`config.mk`:
```
export PLATFORM = sky130hd
export DESIGN_NAME = nonce_check
export DESIGN_NICKNAME = d
export VERILOG_FILES = /design/src/rtl/btc_pkg.sv /design/src/rtl/nbits_expand.sv /design/src/rtl/nonce_check.sv
export SDC_FILE = /design/constraint.sdc
export NUM_CORES = 2
export LEC_CHECK = 0
export CAP_MARGIN = 10
export CORE_MARGIN = 1.5
export CORE_UTILIZATION = 58
export CTS_BUF_LIST = sky130_fd_sc_hd__clkbuf_16
export DETAILED_ROUTE_END_ITERATION = 7
export PLACE_DENSITY = 0.92
export SYNTH_ARGS = -nofsm -noshare
export SYNTH_HDL_FRONTEND = slang
export SYNTH_HIERARCHICAL = 1
export SYNTH_SLANG_ARGS = --single-unit
export TNS_END_PERCENT = 30
```
`constraint.sdc`:
```
create_clock -name clk -period 6 [get_ports clk]
set_clock_uncertainty 0.05 [all_clocks]
set_input_delay 0.9 -clock clk [delete_from_list [all_inputs] [get_ports clk]]
set_output_delay 0.9 -clock clk [all_outputs]
set_load 0.05 [all_outputs]
```
`src/rtl/btc_pkg.sv`:
```
// Shared types and constants for the bitcoin nonce search path (nonce_gen / nonce_check).
package btc_pkg;

   localparam int HASH_W  = 256;
   localparam int NONCE_W = 32;

   typedef enum logic [2:0] {
      IDLE      = 3'd0,
      LOAD      = 3'd1,
      RUN       = 3'd2,
      FOUND     = 3'd3,
      EXHAUSTED = 3'd4
   } state_t;

   // SHA256 padding of the 80-byte header's second block: 0x80 marker, zeros, 640-bit length.
   localparam logic [383:0] BLOCK2_PAD = {32'h8000_0000, 320'h0, 32'h0000_0280};

   function automatic logic [255:0] byte_reverse256(input logic [255:0] d);
      logic [255:0] r;
      for (int i = 0; i < 32; i++) begin
         r[8*i +: 8] = d[8*(31-i) +: 8];
      end
      return r;
   endfunction

endpackage

```
`src/rtl/nbits_expand.sv`:
```
// Combinational decoder from compact nBits (exp[31:24], sign[23], mant[22:0]) to a 256-bit target.
module nbits_expand
   import btc_pkg::*;
(
   input  logic [31:0]       nbits,
   output logic [HASH_W-1:0] target
);

   logic [7:0]        exp_s;
   logic [23:0]       mant_s;
   logic [HASH_W-1:0] wide_s;

   // Shift the mantissa by whole bytes; bits pushed past the top are simply lost.
   always_comb begin
      exp_s  = nbits[31:24];
      mant_s = nbits[23] ? 24'd0 : {1'b0, nbits[22:0]};
      wide_s = {{(HASH_W-24){1'b0}}, mant_s};
      if (exp_s < 8'd3) begin
         target = wide_s >> {(8'd3 - exp_s), 3'b000};
      end else begin
         target = wide_s << {(exp_s - 8'd3), 3'b000};
      end
   end

endmodule

```
`src/rtl/nonce_check.sv`:
```
// Digest-vs-target checker closing the nonce_gen handshake; latches the winning nonce.
// Optional feature: define HASH_COUNT_EN to add a saturating 64-bit hash_count output.
module nonce_check
   import btc_pkg::*;
#(
   parameter logic [NONCE_W-1:0] NONCE_LAST = 32'hFFFF_FFFF
)(
   input  logic               clk,
   input  logic               rst,
   input  logic               start,
   input  logic [31:0]        nbits,
   input  logic               hash_valid,
   input  logic [HASH_W-1:0]  hash_in,
   input  logic [NONCE_W-1:0] hash_nonce,
   output logic               done,
   output logic               end_nonce,
   output logic               found,
   output logic [NONCE_W-1:0] nonce_accepted,
   output logic               busy
`ifdef HASH_COUNT_EN
   ,
   output logic [63:0]        hash_count
`endif
);

   state_t             state, state_next;
   logic [31:0]        nbits_r;
   logic [HASH_W-1:0]  target_r;
   logic [HASH_W-1:0]  target_s;
   logic [HASH_W-1:0]  rev_r;
   logic [NONCE_W-1:0] s1_nonce_r;
   logic               s1_valid_r;
   logic               hit_s;
   logic               last_miss_s;
   logic               accept_s;

   nbits_expand u_expand (
      .nbits  (nbits_r),
      .target (target_s)
   );

   // Stage-2 compare and S1 admission; nothing enters S1 on the edge the search ends.
   always_comb begin
      hit_s       = 1'b0;
      last_miss_s = 1'b0;
      if (state == RUN && s1_valid_r) begin
         hit_s       = (rev_r <= target_r);
         last_miss_s = !(rev_r <= target_r) && (s1_nonce_r == NONCE_LAST);
      end else begin
         hit_s       = 1'b0;
         last_miss_s = 1'b0;
      end
      accept_s = (state == RUN) && hash_valid && !start && !hit_s && !last_miss_s;
   end

   // State register.
   always_ff @(posedge clk) begin
      if (rst) begin
         state <= IDLE;
      end else begin
         state <= state_next;
      end
   end

   // Next-state logic; start restarts the search from any state.
   always_comb begin
      state_next = state;
      if (start) begin
         state_next = LOAD;
      end else begin
         case (state)
            IDLE:      state_next = IDLE;
            LOAD:      state_next = RUN;
            RUN: begin
               if (hit_s) begin
                  state_next = FOUND;
               end else if (last_miss_s) begin
                  state_next = EXHAUSTED;
               end else begin
                  state_next = RUN;
               end
            end
            FOUND:     state_next = FOUND;
            EXHAUSTED: state_next = EXHAUSTED;
            default:   state_next = IDLE;
         endcase
      end
   end

   // Status outputs decoded straight from the state register.
   always_comb begin
      busy      = 1'b0;
      found     = 1'b0;
      end_nonce = 1'b0;
      case (state)
         LOAD, RUN: busy = 1'b1;
         FOUND: begin
            found     = 1'b1;
            end_nonce = 1'b1;
         end
         EXHAUSTED: end_nonce = 1'b1;
         default: begin
            busy      = 1'b0;
            found     = 1'b0;
            end_nonce = 1'b0;
         end
      endcase
   end

   // Target load, S1 pipeline, done pulse and winner latch.
   always_ff @(posedge clk) begin
      if (rst) begin
         nbits_r        <= 32'd0;
         target_r       <= {HASH_W{1'b0}};
         rev_r          <= {HASH_W{1'b0}};
         s1_nonce_r     <= {NONCE_W{1'b0}};
         s1_valid_r     <= 1'b0;
         done           <= 1'b0;
         nonce_accepted <= {NONCE_W{1'b0}};
      end else begin
         done       <= accept_s;
         s1_valid_r <= accept_s;
         if (accept_s) begin
            rev_r      <= byte_reverse256(hash_in);
            s1_nonce_r <= hash_nonce;
         end
         if (start) begin
            nbits_r <= nbits;
         end
         if (state == LOAD) begin
            target_r <= target_s;
         end
         if (start) begin
            nonce_accepted <= {NONCE_W{1'b0}};
         end else if (hit_s) begin
            nonce_accepted <= s1_nonce_r;
         end
      end
   end

`ifdef HASH_COUNT_EN
   // Digests admitted into S1 since the last start, saturating.
   always_ff @(posedge clk) begin
      if (rst || start) begin
         hash_count <= 64'd0;
      end else if (accept_s && (hash_count != {64{1'b1}})) begin
         hash_count <= hash_count + 64'd1;
      end
   end
`endif

endmodule

```
; After elaboration in Yosys (flattened, before gate mapping)
; Cells that the tools add are included.
[totals]
reg_bits = 612
out_inout_bits = 36
n_memories = 0
in_bits = 324
ramBits = 0
rom_bits = 0
latch_bits = 0
[op_classes]
muxes = 11
n_reduce_logical = 13
n_shift = 2
mul = 0
n_eq_ne = 5
n_div = 0
order_cmp = 2
n_addsub = 2
bitwise = 0
[ops]
columns = op, n
row1 = $le 256x256->1, 1
row2 = $mux 256, 1
row3 = $shl 24x11->256, 1
row4 = $shr 24x11->256, 1
row5 = $eq 32x32->1 const B, 1
row6 = $mux 23, 1
row7 = $pmux 3 s4, 1
row8 = $lt 8x2->1 const B, 1
row9 = $sub 2x8->8 const A, 1
row10 = $sub 8x2->8 const B, 1
row11 = $eq 3x2->1 const B, 2
row12 = $logic_and 1x1->1, 6
row13 = $mux 1, 6
row14 = $mux 3, 2
row15 = $reduce_or 2->1, 3
row16 = $logic_not 1->1, 4
row17 = $eq 3x1->1 const B, 1
row18 = $eq 3x3->1 const B, 1

; Depth between registers and ports, before layout
[logic_depth]
depth_word = 8
mapped_depth = 15
ltp_nobuf = 12

; Modules after synthesis
; The synthesis kept the hierarchy.
[by_module_without_submodules]
columns = module, area_each_um2, n_inst, cells_each, seq_area_each_um2
row1 = nonce_check, 30459.2, 1, 3532, 12251.8
row2 = nbits_expand, 3668.5, 1, 637, 0.0

; Worst setup path after synthesis
; Ideal clock, no wire load.
[synth_timing]
path_kind = reg-to-reg
start = register target_r[247]
end = register rev_r[100]
setup_time_ns = 0.120
path_slack_ns = 2.777
synth_period_minus_slack_ns = 3.223
arrival_time_ns = 3.053
stages_incl_launch_ff = 15
n_path_buf = 3
cell_sequence = dfxtp_1 inv_1 ha_1 nand4_1 nor4_2 nand4_1 nor4b_4 nand4_1 o31ai_2 nand4_2 nor3b_2 buf_6 buf_6 buf_6 mux2i_1
[synth_between]
elab_chain_len = 6
elab_cells_between_ends = 9
[synth_rtl]
columns = item, line
row1 = start: declaration, nonce_check.sv:28  ; logic [HASH_W-1:0] target_r;
row2 = start signal: assignment, nonce_check.sv:114  ; target_r <= {HASH_W{1'b0}};
row3 = start signal: assignment, nonce_check.sv:131  ; target_r <= target_s;
row4 = $le 256x256->1 (*), "nonce_check.sv:47, nonce_check.sv:48"
row5 = $logic_not 1->1, nonce_check.sv:48  ; last_miss_s = !(rev_r <= target_r) && (s1_nonce_r == NONCE_LAST);
row6 = $logic_and 1x1->1, nonce_check.sv:48
row7 = $mux 1, nonce_check.sv:46  ; if (state == RUN && s1_valid_r) begin
row8 = $logic_not 1->1, nonce_check.sv:53  ; accept_s = (state == RUN) && hash_valid && !start && !hit_s && !last_miss_s;
row9 = $logic_and 1x1->1 (*), nonce_check.sv:53
row10 = end signal: assignment, nonce_check.sv:115  ; rev_r <= {HASH_W{1'b0}};
row11 = end signal: assignment, nonce_check.sv:124  ; rev_r <= byte_reverse256(hash_in);
row12 = end: declaration, nonce_check.sv:30  ; logic [HASH_W-1:0] rev_r;
; Mark *: on every way between the ends. The rest lies on a longest branch, timed or not.
; A chain may end at the register's enable or synchronous reset.

; Worst setup path in the final report
[layout_timing]
start = register target_r[53]
end = register rev_r[66]
; The elaborated chain is that of the path after synthesis.

==> metrics <==
power density over cell area=232 nW/um^2; Syn Std Cell Area=34,100 sq um; CTS Root Buffer Type=sky130_fd_sc_hd__clkbuf_16; count of flip-flops with a built-in enable after synthesis=0; initial DRC count=3,502; clk slew on worst S/H paths=0.06 ns; Gates resized, CTS repair=0; post-synthesis sequential element count=612; net count after synthesis=4,752; input/output buffers=359; Core ar.=57,900 sq um; HP Class=reg2reg; category of the worst setup path capture point=register; cells on worst reg2reg path=14; top achievable clock speed=195 MHz; switching power share of the total=25.8%; Area growth, synth to finish=18.0%; routed vias/inst=6.04; Finish-stage setup viols=0; total negative slack=0 ns; maximum level of the CTS H-tree=3; # hold bufs at CTS=0; routed length per instance=21.4 um; Worst-Margin Slew=1.24 ns; worst flop-to-flop path endpoint=rev_r[66]; run status=completed; setup slack of the worst register-to-register path=0.88 ns; placer congestion estimate=1.08; Remaining DRCs=0; total area of sequential cells=12,300 sq um; Cell Chain, Critical Path=inv_1 > ha_1 > nand4_1 > nor4_1 > nand4_1 > nor4_1 > nand2_1 > nor3b_1 > o21ai_1 > a21oi_1 > nor3b_4 > buf_12 > buf_12 > mux2i_1; placement row count=88; leakage power total=14.4 nW; max-slew violations=0; category of the critical setup timing path=reg2reg; fin crit share=85.3%; Post-Route Hold Slack=0.403 ns; Filler cells=4,247; first-pass GRT wire length=169,000 um; count of cell types in the netlist=74; total via count after detailed routing=31,500; combined area of the multi-input logic cells=19,700 sq um; clock latency at the later pin of the worst-skew pair=0.64 ns; share of flip-flops with an asynchronous set or reset after synthesis=0%; net switching power figure=2.41 mW; Final Cell Area=40,300 sq um; combinational share of power=11.7%; Clock power frac=44.0%; reported max-cap violation count=0; die footprint=60,300 sq um; die height=246 um; post-placement cell area=38,100 sq um; Avg Inst Size Synth=8.19 sq um; slowest stage cell, crit path=sky130_fd_sc_hd__nor4_1; Chip Width=246 um; biggest fanout along the worst timing path=52; aggregate routed wire length=112,000 um; headroom to the max-slew limit=17.2%; setup repair after global routing missed its margin=false; startpoint types=register; endpoints failing hold=0; Initial Util=58.9%; most area-consuming cells after synthesis=sky130_fd_sc_hd__dfxtp_1 (36%), sky130_fd_sc_hd__nand2b_1 (11%), sky130_fd_sc_hd__mux2i_1 (10%), sky130_fd_sc_hd__ha_1 (9.5%), sky130_fd_sc_hd__nand2_1 (7.3%); top cell type's share of synthesized area=35.9%; clock tree from TritonCTS=built; R2R Path Start=target_r[53]; final net count=4,989; via count of the first global-routing pass=30,600; data arrival time at the worst-slack endpoint=5.60 ns; sequential-to-total area share from yosys stat=35.9%; VDD IR max=0.190 mV; final antenna-violating net count=0; Internal=6.92 mW; top-level port count=360; cts bufs inserted=66; Synth Flop Type=sky130_fd_sc_hd__dfxtp_1; overall track demand over capacity in global routing=36.0%; ratio of cells with drive above 1 in the final layout=4.20%; number of antenna violations at the first check in global routing=0; Crit path required time=6.48 ns; end point of the critical path=rev_r[66]; cell type with the largest total area after synthesis=sky130_fd_sc_hd__dfxtp_1; gate count of the mapped netlist=4,169; yosys warns=6; part of the power in registers=44.3%; slowest stage delay, CP=1.05 ns; clk sink count=612; postcts setup bufs=0; minimum clock period after layout=5.12 ns; grt ovf=0; total chip power=9.33 mW; largest net degree at the start of global routing=253; sum of net half-perimeters after detailed placement=77,500 um; Crit. Startpoint=target_r[53]; DR pass1 iterations=7; maximum buffer depth of the clock tree=3
[cell families after synthesis]
logic type               Yosys count  share of synthesized area (%)
AND/OR/NAND/NOR                 1645                           24.4
buffers and inverters            536                           6.56
flip-flops                       612                           35.9
AO/OA/AOI/OAI                    754                           13.0
multiplexers                     356                           10.4
XOR/XNOR                           7                          0.180
adder cells (fa/ha/maj)          259                           9.50
[stage by stage]
stage / utilization, % / setup WS, ns / std cells
floorplan: - / 2.78 / 4169
global route: 69.5 / 0.820 / 5219
global placement: 65.8 / 1.13 / 5102
finish: 69.5 / 0.883 / 5220
detailed placement: 65.8 / 1.10 / 5102
CTS: 69.5 / 0.975 / 5218
[critical path: cells and delay by family (launching register included)]
family,cells,cell delay (ns)
and+or+nand+nor,7,3.03
AOI/OAI and AO/OA,2,0.36
DFF,1,0.33
buffers and inverters,3,0.61
adders and majority gates,1,0.29
muxes,1,0.26
[power by group through the flow]
stage | registers (mW) | clock network, mW | logic (mW)
floorplan | 4.20 | 0 | 0.577
global placement | 4.22 | 0 | 1.03
detailed placement | 4.22 | 0 | 1.03
CTS | 4.13 | 4.13 | 1.04
global route | 4.13 | 4.29 | 1.13
finish | 4.13 | 4.11 | 1.09
[final cells by class]
cell class              count  area share, %
clock inverters            47           1.08
multi-input cells        3021           48.8
well taps                 765           2.38
clock buffers              69           4.29
repair buffers            416           10.3
inverters                 289           2.69
diodes                      1        0.00621
flip-flops and latches    612           30.4
[layout by cell type, fill, tap and decap left out, drive strengths merged, types with 5 or more instances in the layout]
cell           count
a22oi              7
buf               59
mux2i            354
ha               259
a2bb2oi            8
nor2             132
a21oi            474
o21ai             52
clkdlybuf4s50    357
nand4            103
a2111oi            5
o32ai             23
clkbuf            69
nor3              24
clkinv            27
xnor2              5
a21boi            12
nand3             59
nor3b              5
o221ai            10
a21o              21
a221o              8
nor4b             12
bufinv             7
a211oi            17
a221oi            10
inv              301
o211ai             6
nand2            667
nor2b             16
nand2b           580
and2               7
dfxtp            612
o22ai             73
nor4              14
[worst min-delay path by stage]
stage	depth (start not counted)	endpoint	from
after detailed placement	2	target_r[180]	target_r[180]
after CTS	2	target_r[9]	target_r[9]
after global routing	2	target_r[151]	target_r[151]
after floorplan	2	target_r[100]	target_r[100]
after global placement	2	target_r[105]	target_r[105]
final	2	target_r[121]	target_r[121]
[synth_stat cells (17+ instances only)]
library cell	instances
sky130_fd_sc_hd__nand4_1	102
sky130_fd_sc_hd__mux2i_1	354
sky130_fd_sc_hd__inv_1	286
sky130_fd_sc_hd__a211oi_1	17
sky130_fd_sc_hd__nand2_1	667
sky130_fd_sc_hd__nand2b_1	580
sky130_fd_sc_hd__dfxtp_1	612
sky130_fd_sc_hd__o21ai_0	50
sky130_fd_sc_hd__o22ai_1	73
sky130_fd_sc_hd__nor2_1	132
sky130_fd_sc_hd__buf_6	26
sky130_fd_sc_hd__buf_2	21
sky130_fd_sc_hd__nor3_1	24
sky130_fd_sc_hd__a21o_1	21
sky130_fd_sc_hd__clkbuf_1	189
sky130_fd_sc_hd__nand3_1	52
sky130_fd_sc_hd__a21oi_1	474
sky130_fd_sc_hd__ha_1	259
sky130_fd_sc_hd__o32ai_1	23
[sequential cells by signal, summed over array words and instances, names as in the netlist]
register        cells
target_r          256
s1_nonce_r         32
s1_valid_r          1
nonce_accepted     32
state               3
rev_r             256
nbits_r            32
[per-layer routing]
| layer | wire (um) | GRT usage [%] | vias up |
|---|---|---|---|
| li1 | - | - | 14600 |
| met1 | 43600 | 44.3 | 14700 |
| met2 | 49100 | 56.6 | 1687 |
| met3 | 11100 | 8.99 | 497 |
| met4 | 7750 | 21.6 | 0 |
| met5 | 0 | 0 | - |
Note: power is estimated with default switching activity, not from simulation.
